[src/rtl/otp_pkg.sv]
// rtl/otp_pkg.sv - shared state encodings, LFSR taps and seed for the OTP authenticator
package otp_pkg;

  typedef enum logic [2:0] {
    ST_IDLE     = 3'd0,
    ST_WAIT_OTP = 3'd1,
    ST_UNLOCKED = 3'd2,
    ST_EXPIRED  = 3'd3,
    ST_LOCKED   = 3'd4
  } otp_state_e;

  localparam logic [15:0] OTP_DEFAULT_SEED = 16'hACE1;

  // x^16+x^14+x^13+x^11+1 in right-shifting Fibonacci form
  localparam int LFSR_TAP_A = 0;
  localparam int LFSR_TAP_B = 2;
  localparam int LFSR_TAP_C = 3;
  localparam int LFSR_TAP_D = 5;

  function automatic logic [15:0] lfsr_next(input logic [15:0] s);
    logic w_fb;
    w_fb = s[LFSR_TAP_A] ^ s[LFSR_TAP_B] ^ s[LFSR_TAP_C] ^ s[LFSR_TAP_D];
    return {w_fb, s[15:1]};
  endfunction

endpackage

[src/rtl/otp_lfsr.sv]
// rtl/otp_lfsr.sv - free-running 16-bit Fibonacci LFSR, one step per clock
module otp_lfsr
  import otp_pkg::*;
#(
  parameter logic [15:0] SEED = OTP_DEFAULT_SEED
) (
  input  logic        clk,
  input  logic        rstn,
  output logic [15:0] q
);

  logic [15:0] r_q;

  always_ff @(posedge clk or negedge rstn) begin
    if (!rstn) begin
      r_q <= SEED;
    end else begin
      r_q <= lfsr_next(r_q);
    end
  end

  assign q = r_q;

endmodule

[src/rtl/otp_auth_fsm.sv]
// rtl/otp_auth_fsm.sv - OTP session controller: capture, compare, attempt count, validity and lockout timers
module otp_auth_fsm
  import otp_pkg::*;
#(
  parameter int          TIMEOUT_CYC = 1000,
  parameter int          LOCK_CYC    = 5000,
  parameter int          MAX_ATT     = 3,
  parameter logic [15:0] LFSR_SEED   = OTP_DEFAULT_SEED
) (
  input  logic        clk,
  input  logic        rstn,
  input  logic        gen_req,
  input  logic        submit,
  input  logic [15:0] user_in,
  output logic [15:0] user_otp,
  output logic [15:0] lfsr_otp,
  output logic        unlock,
  output logic        lock,
  output logic        expire,
  output logic [1:0]  wrng_att
);

  localparam int VTW = (TIMEOUT_CYC > 1) ? $clog2(TIMEOUT_CYC) : 1;
  localparam int LTW = (LOCK_CYC > 1) ? $clog2(LOCK_CYC) : 1;
  localparam logic [VTW-1:0] VT_LAST = VTW'(TIMEOUT_CYC - 1);
  localparam logic [LTW-1:0] LT_LAST = LTW'(LOCK_CYC - 1);

  otp_state_e     r_state, w_state_nxt;
  logic [VTW-1:0] r_vtmr, w_vtmr_nxt;
  logic [LTW-1:0] r_ltmr, w_ltmr_nxt;
  logic [15:0]    r_lfsr_otp, w_lfsr_otp_nxt;
  logic [15:0]    r_user_otp, w_user_otp_nxt;
  logic [1:0]     r_wrng_att, w_wrng_att_nxt;
  logic [15:0]    w_lfsr;
  logic [1:0]     w_att_inc;

  otp_lfsr #(.SEED(LFSR_SEED)) u_lfsr (
    .clk  (clk),
    .rstn (rstn),
    .q    (w_lfsr)
  );

  assign w_att_inc = (r_wrng_att == 2'd3) ? 2'd3 : r_wrng_att + 2'd1;

  always_ff @(posedge clk or negedge rstn) begin
    if (!rstn) begin
      r_state    <= ST_IDLE;
      r_vtmr     <= '0;
      r_ltmr     <= '0;
      r_lfsr_otp <= '0;
      r_user_otp <= '0;
      r_wrng_att <= '0;
    end else begin
      r_state    <= w_state_nxt;
      r_vtmr     <= w_vtmr_nxt;
      r_ltmr     <= w_ltmr_nxt;
      r_lfsr_otp <= w_lfsr_otp_nxt;
      r_user_otp <= w_user_otp_nxt;
      r_wrng_att <= w_wrng_att_nxt;
    end
  end

  always_comb begin
    w_state_nxt    = r_state;
    w_vtmr_nxt     = r_vtmr;
    w_ltmr_nxt     = r_ltmr;
    w_lfsr_otp_nxt = r_lfsr_otp;
    w_user_otp_nxt = r_user_otp;
    w_wrng_att_nxt = r_wrng_att;
    case (r_state)
      ST_IDLE, ST_UNLOCKED, ST_EXPIRED: begin
        if (gen_req) begin
          w_state_nxt    = ST_WAIT_OTP;
          w_vtmr_nxt     = '0;
          w_wrng_att_nxt = '0;
          w_lfsr_otp_nxt = w_lfsr;
        end
      end
      ST_WAIT_OTP: begin
        w_vtmr_nxt = r_vtmr + VTW'(1);
        // timeout wins over a same-cycle submit, which is then dropped
        if (r_vtmr == VT_LAST) begin
          w_state_nxt = ST_EXPIRED;
        end else if (submit) begin
          w_user_otp_nxt = user_in;
          if (user_in == r_lfsr_otp) begin
            w_state_nxt = ST_UNLOCKED;
          end else begin
            w_wrng_att_nxt = w_att_inc;
            if (w_att_inc == 2'(MAX_ATT)) begin
              w_state_nxt = ST_LOCKED;
              w_ltmr_nxt  = '0;
            end
          end
        end
      end
      ST_LOCKED: begin
        w_ltmr_nxt = r_ltmr + LTW'(1);
        if (r_ltmr == LT_LAST) begin
          w_state_nxt    = ST_IDLE;
          w_wrng_att_nxt = '0;
          w_lfsr_otp_nxt = '0;
        end
      end
      default: begin
        w_state_nxt = ST_IDLE;
      end
    endcase
  end

  assign unlock   = (r_state == ST_UNLOCKED);
  assign lock     = (r_state == ST_LOCKED);
  assign expire   = (r_state == ST_EXPIRED);
  assign user_otp = r_user_otp;
  assign lfsr_otp = r_lfsr_otp;
  assign wrng_att = r_wrng_att;

endmodule

[config.mk]
export PLATFORM = sky130hd
export DESIGN_NAME = otp_auth_fsm
export DESIGN_NICKNAME = d
export VERILOG_FILES = /design/src/rtl/otp_pkg.sv /design/src/rtl/otp_lfsr.sv /design/src/rtl/otp_auth_fsm.sv
export SDC_FILE = /design/constraint.sdc
export NUM_CORES = 1
export LEC_CHECK = 0
export BUFFER_PORTS_ARGS = -buffer_cell sky130_fd_sc_hd__buf_4
export CORE_MARGIN = 2
export CORE_UTILIZATION = 55
export DETAILED_ROUTE_END_ITERATION = 12
export PLACE_DENSITY = 0.77
export SYNTH_ARGS = -nofsm -noshare
export SYNTH_HDL_FRONTEND = slang
export SYNTH_SLANG_ARGS = --single-unit
[constraint.sdc]
create_clock -name clk -period 1.8 [get_ports clk]
set_input_delay 0.36 -clock clk [delete_from_list [all_inputs] [get_ports clk]]
set_output_delay 0.36 -clock clk [all_outputs]
set_load 0.03 [all_outputs]
==> impl_metrics.json <==
{
  "outcome": "completed",
  "dp_hpwl_um": 4990,
  "finalSetupTns_ns": 0,
  "cts_root_buf": "clkbuf_8",
  "drt-wirelength-per-cell_um": 15.3,
  "skew_ns": 0.00986,
  "grt_pass1_wl_um": 11900,
  "vias": 2608,
  "p_seq_share_pct": 37.3,
  "setup.worst_path.start": "lfsr_otp[11]$_DFFE_PN0P_",
  "slew_headroom_pct": 77.6,
  "grt.total_usage_pct": 21.4,
  "grt_overflow": 0,
  "place_area_sq_mm": 0.00411,
  "cts_buffer_depth": 2,
  "ir_drop_mv": 1.01,
  "syn_to_final_growth_pct": 30.0,
  "power.leakage_nw": 1.95,
  "worstPathMaxFanout": 8,
  "top_layer_used": "met4",
  "nNetsFinal": 416,
  "cts.clk_slew.worst_paths_ns": 0.08,
  "ioPinCount": 57,
  "hold_viol": 0,
  "setup.worst_path.start_class": "register",
  "die_area_sq_mm": 0.00691,
  "dp_slack_ns": -0.0238,
  "drt_iter0_drc": 128,
  "synth_edf_count": 0,
  "drive_gt1_share_pct": 37.1,
  "ys.flop_type": "dfrtp_1",
  "dr_wl_met3_um": 257,
  "crit_family": "simple AND/OR/NAND/NOR gates",
  "antenna_left": 0,
  "synth-seq-cells": 76,
  "antenna_found_initial": 0,
  "cts_inserted_buffers": 9,
  "crit_type": "register to register",
  "internal_power_mw": 4.02,
  "p_clk_share_pct": 21.8,
  "nFillCells": 433,
  "core_area_sq_mm": 0.00599,
  "finalCriticalPeriod_ns": 1.74,
  "routed_wirelength_um": 7260,
  "timing.rr.start": "lfsr_otp[11]$_DFFE_PN0P_",
  "crit_buf_inv": 1,
  "report.power.total_mw": 6.37,
  "period_share_pct": 96.7,
  "setup_viol": 0,
  "met1_length_um": 3380,
  "initial_utilization_pct": 57.5,
  "crit_chain": "xnor2_1 -> nand4_1 -> nor4_4 -> buf_6 -> nor3_1 -> o32a_1",
  "endpoint_kind": "register",
  "ys.warnings.count": 0,
  "synth_nets": 325,
  "route.detailed.drc": 0,
  "arrival_ns": 1.96,
  "ys_seq_area_share_pct": 55.5,
  "final_area_sq_mm": 0.00447,
  "rows": 28,
  "synth.distinct_cells": 55,
  "worstPathRequired_ns": 2.02,
  "fmax_mhz": 574,
  "synthCells": 303,
  "async_flop_share_pct": 100,
  "p_switching_mw": 2.35,
  "dieHeight_um": 83.1,
  "cap_viol_max_count": 0,
  "cts_sinks": 76,
  "io_buffers": 56,
  "mostFrequentLayoutCells": "buf_4 (81), dfrtp_1 (66), nand3_1 (23)",
  "grt_pass1_vias": 2462,
  "syn_avg_cell_area_sq_um": 11.4,
  "slew_violations": 0,
  "pwr-share-comb_pct": 40.8,
  "p_sw_share_pct": 36.9,
  "final_common_cell": "buf_4",
  "place.gp.congestion": 0.872,
  "slowest_delay_ns": 0.43,
  "drt_pass1_iterations": 4,
  "power.density_mw_per_mm2": 1420,
  "wl_met2_um": 3550,
  "die-width_um": 83.1,
  "layout_setup_ws_ns": 0.0589,
  "insertion_delay_ns": 0.34,
  "cts_max_level": 3,
  "min-delay-start": "gen_req",
  "worstMarginPinSlew_ns": 0.333,
  "antenna_cells": 0,
  "cts_tree": "yes",
  "vias_per_cell": 5.50,
  "grt_start_max_net_pins": 42,
  "slowest_stage": "dfrtp_2",
  "syn_area_sq_mm": 0.00344,
  "hold_class": "primary input to register"
}
==> power groups by stage <==
| stage | Sequential (mW) | Combinational [mW] | Clock [mW] |
|---|---|---|---|
| 4_1_cts | 2.37 | 2.48 | 1.42 |
| 6_report | 2.38 | 2.60 | 1.39 |
| 3_5_place_dp | 2.40 | 2.46 | 0 |
| 5_1_grt | 2.43 | 2.79 | 1.50 |
| 3_3_place_gp | 2.38 | 2.40 | 0 |
| 2_1_floorplan | 2.79 | 1.12 | 0 |
==> through the flow <==
step / instances / utilization [%] / hold WS [ns]
2_1_floorplan: 303 / - / 0.0644
3_3_place_gp: 446 / 68.6 / 0.268
3_5_place_dp: 446 / 68.6 / 0.274
4_1_cts: 463 / 72.5 / 0.224
5_1_grt: 474 / 74.7 / 0.232
6_report: 474 / 74.7 / 0.246
==> registers in the layout, summed over array words and instances, names as in the netlist <==
signal    cells
user_otp     16
r_ltmr       13
r_state       3
lfsr_otp     16
wrng_att      2
u_lfsr.q     16
r_vtmr       10
==> cells in the mapped netlist, drive strengths merged, types with 2 or more instances <==
cell	number	area share [%]
o211ai	4	0.87
or3	2	0.36
a31oi	5	2.2
a41oi	2	0.51
nor3	3	0.44
clkbuf	4	0.44
o22ai	2	0.55
buf	3	0.69
nor2	15	1.7
nand3	25	3.9
ha	2	0.73
o21a	3	0.65
o31ai	4	1.3
nor4	3	0.98
nand2b	5	0.91
inv	22	2.4
a21boi	2	0.44
dfstp	8	6.1
dfrtp	68	49
a21oi	9	1.7
and3	2	0.36
o31a	3	0.84
xor2	3	0.76
o21ai	30	4.6
mux2	16	5.2
nand2	16	1.7
xnor2	19	4.8
nand4	10	1.8
==> worst paths after layout <==
check                      slack [ns]  cells past startpoint                 endpoint
setup / recovery                 0.06                      6  wrng_att[0]$_DFFE_PN0P_
hold / removal                   0.25                      2   r_state[1]$_DFFE_PN0P_
setup reg to reg                 0.06                      6  wrng_att[0]$_DFFE_PN0P_
hold reg to reg                  0.36                      0    u_lfsr.q[5]$_DFF_PN1_
max in group asynchronous        0.78                      3   u_lfsr.q[13]$_DFF_PN1_
min in group asynchronous        0.45                      2    r_vtmr[8]$_DFFE_PN0P_
==> cell type report <==
cell class / instances / area [sq um] / share of cell area [%]
clock buffers: 11 / 131 / 2.94
multi-input cells: 198 / 1460 / 32.6
clock inverters: 5 / 78.8 / 1.76
well taps: 75 / 93.8 / 2.10
inverters: 22 / 85.1 / 1.90
flip-flops and latches: 76 / 1910 / 42.8
repair buffers: 87 / 709 / 15.9
==> what timing repair did <==
item                                    4_1_cts  5_1_grt
pin swaps                                     1        9
endpoints found under the setup margin        3       11
hold buffers                                  1        0
endpoints found under the hold margin        20        0
resized for setup                             3        9
setup buffers                                 0       11
==> metal layers <==
layer,vias to the layer above,GRT usage (%)
li1,1265,-
met1,1284,29.7
met2,51,33.7
met3,8,4.27
met4,0,7.60
met5,-,0
==> logic make-up after synthesis <==
family / after synthesis / share of synthesized area (%)
AO/OA/AOI/OAI: 71 / 15.7
XOR/XNOR: 22 / 5.60
adder cells (fa/ha/maj): 2 / 0.727
buffers and inverters: 29 / 3.53
flip-flops: 76 / 55.5
multiplexers: 17 / 5.53
AND/OR/NAND/NOR: 86 / 13.4
Power figures use the tool's default switching activity.
